`src/rtl/ddc_pri_ctrl.sv`:
```
// rtl/ddc_pri_ctrl.sv - per-PRI DDC sequencer: range delay, mixer phase reset, sample window, output flags
// Outputs are flops fed from next-state decode so cycle numbers are output-visible.
module ddc_pri_ctrl #(
  parameter int MIX_LAT = 3,
  parameter int RST_CYC = 2,
  parameter int CNT_W   = 16
) (
  input  logic             clk,
  input  logic             rst,
  input  logic             i_pri,
  input  logic [CNT_W-1:0] i_cfg_delay,
  input  logic [CNT_W-1:0] i_cfg_len,
  input  logic             i_cfg_load,
  input  logic             i_err_clr,
  output logic             o_mix_rst,
  output logic             o_win_open,
  output logic             o_dout_valid,
  output logic             o_dout_sof,
  output logic             o_dout_eof,
  output logic             o_busy,
  output logic [15:0]      o_pri_cnt,
  output logic             o_ovr_err
);

  typedef enum logic [1:0] {S_IDLE, S_DELAY, S_PHRST, S_WINDOW} state_t;

  localparam logic [CNT_W-1:0] RST_LD = CNT_W'(RST_CYC - 1);
  localparam logic [CNT_W-1:0] ONE    = CNT_W'(1);

  state_t             r_state, w_state_n;
  logic [CNT_W-1:0]   r_cnt, w_cnt_n;
  logic [CNT_W-1:0]   r_sh_delay, r_sh_len, r_act_len;
  logic               r_pri_d;
  logic               w_edge, w_accept, w_win_n, w_last_n;
  logic               r_mix_rst, r_busy, r_win, r_wsof, r_weof, r_ovr;
  logic [15:0]        r_pri_cnt;
  logic [MIX_LAT-1:0] r_vp, r_sp, r_ep;

  assign w_edge   = i_pri & ~r_pri_d;
  assign w_accept = w_edge & (r_state == S_IDLE);

  always_comb begin
    w_state_n = r_state;
    w_cnt_n   = r_cnt;
    case (r_state)
      S_IDLE: begin
        // The accepting PRI reads the shadow directly; active length is captured alongside.
        if (w_accept) begin
          if (r_sh_delay != '0) begin
            w_state_n = S_DELAY;
            w_cnt_n   = r_sh_delay - ONE;
          end else if (r_sh_len != '0) begin
            w_state_n = S_PHRST;
            w_cnt_n   = RST_LD;
          end
        end
      end
      S_DELAY: begin
        if (r_cnt == '0) begin
          w_state_n = S_PHRST;
          w_cnt_n   = RST_LD;
        end else begin
          w_cnt_n = r_cnt - ONE;
        end
      end
      S_PHRST: begin
        if (r_cnt == '0) begin
          if (r_act_len != '0) begin
            w_state_n = S_WINDOW;
            w_cnt_n   = r_act_len - ONE;
          end else begin
            w_state_n = S_IDLE;
            w_cnt_n   = '0;
          end
        end else begin
          w_cnt_n = r_cnt - ONE;
        end
      end
      S_WINDOW: begin
        if (r_cnt == '0) begin
          w_state_n = S_IDLE;
        end else begin
          w_cnt_n = r_cnt - ONE;
        end
      end
      default: begin
        w_state_n = S_IDLE;
        w_cnt_n   = '0;
      end
    endcase
  end

  assign w_win_n  = (w_state_n == S_WINDOW);
  assign w_last_n = w_win_n & (w_cnt_n == '0);

  always_ff @(posedge clk) begin
    if (rst) begin
      r_state    <= S_IDLE;
      r_cnt      <= '0;
      r_sh_delay <= '0;
      r_sh_len   <= '0;
      r_act_len  <= '0;
      r_pri_d    <= 1'b0;
      r_mix_rst  <= 1'b1;
      r_busy     <= 1'b0;
      r_win      <= 1'b0;
      r_wsof     <= 1'b0;
      r_weof     <= 1'b0;
      r_ovr      <= 1'b0;
      r_pri_cnt  <= '0;
      r_vp       <= '0;
      r_sp       <= '0;
      r_ep       <= '0;
    end else begin
      r_state   <= w_state_n;
      r_cnt     <= w_cnt_n;
      r_pri_d   <= i_pri;
      r_mix_rst <= (w_state_n == S_PHRST);
      r_busy    <= (w_state_n != S_IDLE);
      r_win     <= w_win_n;
      // SOF/EOF travel as their own bits so overlapping tails cannot merge flags.
      r_wsof    <= w_win_n & ~r_win;
      r_weof    <= w_last_n;
      if (i_cfg_load) begin
        r_sh_delay <= i_cfg_delay;
        r_sh_len   <= i_cfg_len;
      end
      if (w_accept) begin
        r_act_len <= r_sh_len;
        r_pri_cnt <= r_pri_cnt + 16'd1;
      end
      if (w_edge && (r_state != S_IDLE)) begin
        r_ovr <= 1'b1;
      end else if (i_err_clr) begin
        r_ovr <= 1'b0;
      end
      r_vp[0] <= r_win;
      r_sp[0] <= r_wsof;
      r_ep[0] <= r_weof;
      for (int k = 1; k < MIX_LAT; k++) begin
        r_vp[k] <= r_vp[k-1];
        r_sp[k] <= r_sp[k-1];
        r_ep[k] <= r_ep[k-1];
      end
    end
  end

  assign o_mix_rst    = r_mix_rst;
  assign o_win_open   = r_win;
  assign o_dout_valid = r_vp[MIX_LAT-1];
  assign o_dout_sof   = r_sp[MIX_LAT-1];
  assign o_dout_eof   = r_ep[MIX_LAT-1];
  assign o_busy       = r_busy;
  assign o_pri_cnt    = r_pri_cnt;
  assign o_ovr_err    = r_ovr;

endmodule
```
`config.mk`:
```
export PLATFORM = sky130hd
export DESIGN_NAME = ddc_pri_ctrl
export DESIGN_NICKNAME = d
export VERILOG_FILES = /design/src/rtl/ddc_pri_ctrl.sv
export SDC_FILE = /design/constraint.sdc
export NUM_CORES = 1
export LEC_CHECK = 0
export CORE_ASPECT_RATIO = 0.75
export CORE_MARGIN = 5
export CORE_UTILIZATION = 55
export DETAILED_ROUTE_END_ITERATION = 7
export GPL_TIMING_DRIVEN = 0
export PLACE_DENSITY = 0.79
export SYNTH_ARGS = -nofsm -noshare
export SYNTH_HDL_FRONTEND = slang
export SYNTH_SLANG_ARGS = --single-unit
export TNS_END_PERCENT = 50
```
`constraint.sdc`:
```
create_clock -name clk -period 2.9 [get_ports clk]
set_input_delay 0.87 -clock clk [delete_from_list [all_inputs] [get_ports clk]]
set_output_delay 0.87 -clock clk [all_outputs]
set_load 0.05 [all_outputs]
```
==> impl_metrics.tcl <==
set metrics [dict create \
    synth_instances 577 \
    highest_ir_drop_seen_on_vdd_v 0.000418 \
    synth_seq_cells 98 \
    layout.nets 701 \
    wl_per_cell_um 18.5 \
    core-area_um2 8600 \
    clkSinkCount 98 \
    maxSlewViolCount 0 \
    clk-insertion-delay-late_ns 0.36 \
    synth_enable_flop_cells 0 \
    first_iter_violations 336 \
    worst_path_max_stage_delay_ns 0.63 \
    place_hpwl_um 10600 \
    wl_um 14200 \
    boundaryPins 60 \
    cts_buffers 9 \
    cp_top_family "simple AND/OR/NAND/NOR gates" \
    grt_max_degree 17 \
    avgViaCountPerCell 6.01 \
    finalHoldViolCount 0 \
    drcViolationCount 0 \
    max_slew.worst_pin.slew_ns 0.756 \
    outcome "completed" \
    pre_cts_ws_ns -0.709 \
    synth_cell_type_count 58 \
    antenna_violations_before_repair 0 \
    cts_max_path_buffers 2 \
    worstPathMaxFanout 7 \
    setup.worst_path.start_class "register" \
    worst-path-buf-inv 1 \
    globalRouteOverflowTotal 0 \
    dr_total_vias 4625 \
    final_period_minus_worst_setup_slack_ns 2.85 \
    cts_root_buf "sky130_fd_sc_hd__clkbuf_16" \
    num_rows 29 \
    groute.usage.overall_pct 25.7 \
    worstSetupEndpointType "register" \
    timing.critical_path.arrival_ns 3.12 \
    power_density_nw_per_um2 695 \
    critical_path.cell_chain "inv_1 -> ha_2 -> or4b_2 -> nor4_1 -> xnor2_1 -> o221ai_1 -> o21ai_0 -> nand4_1 -> nor4_2" \
    hold_class "reg -> reg" \
    path_class "reg -> reg" \
    clkSlewWorstSetupHoldPaths_ns 0.07 \
    final_cell_area_um2 6160 \
    critical_path.slowest_cell "sky130_fd_sc_hd__or4b_2" \
    post_synth.cell_area_avg_um2 8.53 \
    antenna_violating_nets_post_route 0 \
    slew_headroom_pct 49.6 \
    share_of_final_layout_standard_cells_stronger_than_drive_strength_1_pct 10.9 \
    dieArea_um2 11000 \
    via_count_of_the_first_global_routing_pass 4298 \
    die_height_um 91.9 \
    synthArstFlopShare_pct 0 \
    synthesized_netlist_net_count 622 \
    finalClockSkew_ns 0.0110 \
    p_leak_nw 2.37 \
    antenna_fix_cells 0 \
    synth.yosys.warnings 0 \
    max_cap_viol_count 0 \
    syn_to_final_growth_pct 25.1 \
    critPathRequiredTime_ns 3.16 \
    final.setup.worst_slack_ns 0.0463 \
    seq_area_frac_synth_pct 39.9 \
    dominantRegCellSynth "sky130_fd_sc_hd__dfxtp_1" \
    fill_cells 665 \
    synth_area_um2 4920 \
    effective_utilization_at_floorplan_pct 57.2 \
    cts_h_tree_depth 3 \
    place.gp.congestion 0.948 \
    firstDrtPassIters 6 \
    portBuffers 58 \
    maxClockFrequency_ghz 0.350 \
    setup_violations 0 \
    chipWidth_um 119 \
    grt_first_pass_wirelength_um 22200 \
    final_min_period_over_clock_period_pct 98.4 \
    tritoncts_clock_tree "built" \
    post_cts_hold_buffer_count 0 \
    placed_area_um2 5640 \
]
## where the power goes
| part | switching, mW | total, mW | internal, mW | leakage (nW) |
|---|---|---|---|---|
| logic | 0.864 | 1.51 | 0.645 | 1.43 |
| clock network | 0.521 | 1.13 | 0.613 | 0.134 |
| registers | 0.174 | 1.64 | 1.46 | 0.803 |
## layout make-up
type                    instances  area [um2]  share of cell area (%)
plain buffers                  31         159                    2.58
clock buffers                  12         246                    4.00
clock inverters                 4        33.8                   0.549
inverters                      12        45.0                   0.732
multi-input cells             435        2910                    47.2
flip-flops and latches         98        1970                    31.9
well taps                     108         135                    2.19
repair buffers                 69         666                    10.8
## layer usage
layer / routed length [um] / vias to the layer above / track usage, %
met5: 0 / - / 0
li1: - / 2222 / -
met1: 6380 / 2152 / 36.3
met3: 1180 / 43 / 5.66
met2: 6210 / 208 / 38.3
met4: 439 / 0 / 9.93
## registers in the layout, summed over array words and instances, names as in the netlist
register,flops
o_busy,1
o_mix_rst,1
o_ovr_err,1
o_pri_cnt,16
o_win_open,1
r_act_len,16
r_cnt,16
r_ep,3
r_pri_d,1
r_sh_delay,16
r_sh_len,16
r_sp,3
r_state,2
r_vp,3
r_weof,1
r_wsof,1
## Yosys cell counts, drive strengths merged (2+ instances only)
cell type	count	area, um2
dfxtp	98	1960
nor2	84	315
nand2	57	214
mux2i	32	320
a21oi	28	140
xnor2	26	228
clkbuf	23	86.3
nor4	21	159
nor3	17	95.1
xor2	16	140
nand3	15	80.1
nor2b	15	93.8
nand4	14	93.8
inv	12	45.0
o21ai	12	60.1
buf	9	67.6
ha	8	100
o22ai	8	50.1
o31ai	7	52.6
or4	7	60.1
o211ai	6	45.0
a221o	5	50.1
and4	5	43.8
or3	5	31.3
a221oi	4	35.0
nand2b	4	25.0
nor3b	4	30.0
a211o	3	26.3
and3	3	18.8
o2111ai	3	26.3
or2	3	18.8
a21boi	2	15.0
nor4b	2	17.5
o21a	2	15.0
o221ai	2	17.5
## metrics by stage
stage	power [mW]	hold WS (ns)	cells	setup TNS, ns	utilization, %
after CTS	4.13	0.433	762	0	69.7
after floorplan	2.57	0.414	577	0	-
after global routing	4.50	0.459	769	-0.0498	71.6
after global placement	2.94	0.417	743	-3.67	65.5
after detailed placement	2.96	0.421	743	-5.50	65.5
final	4.28	0.430	769	0	71.6
## cells in the final DEF (no fill, tap or decap), types with 4 or more instances in the layout
master                            count
sky130_fd_sc_hd__a21oi_1             28
sky130_fd_sc_hd__a221o_1              5
sky130_fd_sc_hd__a221oi_1             4
sky130_fd_sc_hd__and4_1               4
sky130_fd_sc_hd__buf_1                4
sky130_fd_sc_hd__buf_4               13
sky130_fd_sc_hd__buf_6                4
sky130_fd_sc_hd__clkbuf_1            21
sky130_fd_sc_hd__clkbuf_16            9
sky130_fd_sc_hd__clkdlybuf4s50_1     57
sky130_fd_sc_hd__dfxtp_1             96
sky130_fd_sc_hd__ha_1                 7
sky130_fd_sc_hd__inv_1               10
sky130_fd_sc_hd__mux2i_1             32
sky130_fd_sc_hd__nand2_1             56
sky130_fd_sc_hd__nand2b_1             4
sky130_fd_sc_hd__nand3_1             14
sky130_fd_sc_hd__nand4_1             13
sky130_fd_sc_hd__nor2_1              82
sky130_fd_sc_hd__nor2b_1             14
sky130_fd_sc_hd__nor3_1              13
sky130_fd_sc_hd__nor4_1              14
sky130_fd_sc_hd__nor4_2               4
sky130_fd_sc_hd__o211ai_1             6
sky130_fd_sc_hd__o21ai_0             10
sky130_fd_sc_hd__o22ai_1              8
sky130_fd_sc_hd__o31ai_1              6
sky130_fd_sc_hd__or3_1                5
sky130_fd_sc_hd__or4_1                4
sky130_fd_sc_hd__xnor2_1             26
sky130_fd_sc_hd__xor2_1              16
## timing repair
| action | CTS | global route |
|---|---|---|
| gates resized for setup | 13 | 33 |
| endpoints found under the setup margin | 3 | 2 |
| cloned | 0 | 0 |
| buffers inserted | 3 | 8 |
| pin swaps | 5 | 11 |
## worst paths after layout
kind | startpoint | end | slack [ns] | cells after the start
worst max-delay path | r_act_len[0] | r_weof | 0.05 | 9
worst min-delay path | o_win_open | r_wsof | 0.43 | 1
worst max register to register | r_act_len[0] | r_weof | 0.05 | 9
worst min register to register | o_win_open | r_wsof | 0.43 | 1
## cell families after synthesis
group | Yosys count | share of synthesized area [%]
DFF | 98 | 39.9
AOI/OAI and AO/OA | 94 | 13.2
buffers and inverters | 44 | 4.04
and+or+nand+nor | 259 | 26.8
adders and majority gates | 8 | 2.03
xor gates and xnor gates | 42 | 7.48
muxes | 32 | 6.51
Note: power is estimated with default switching activity, not from simulation.
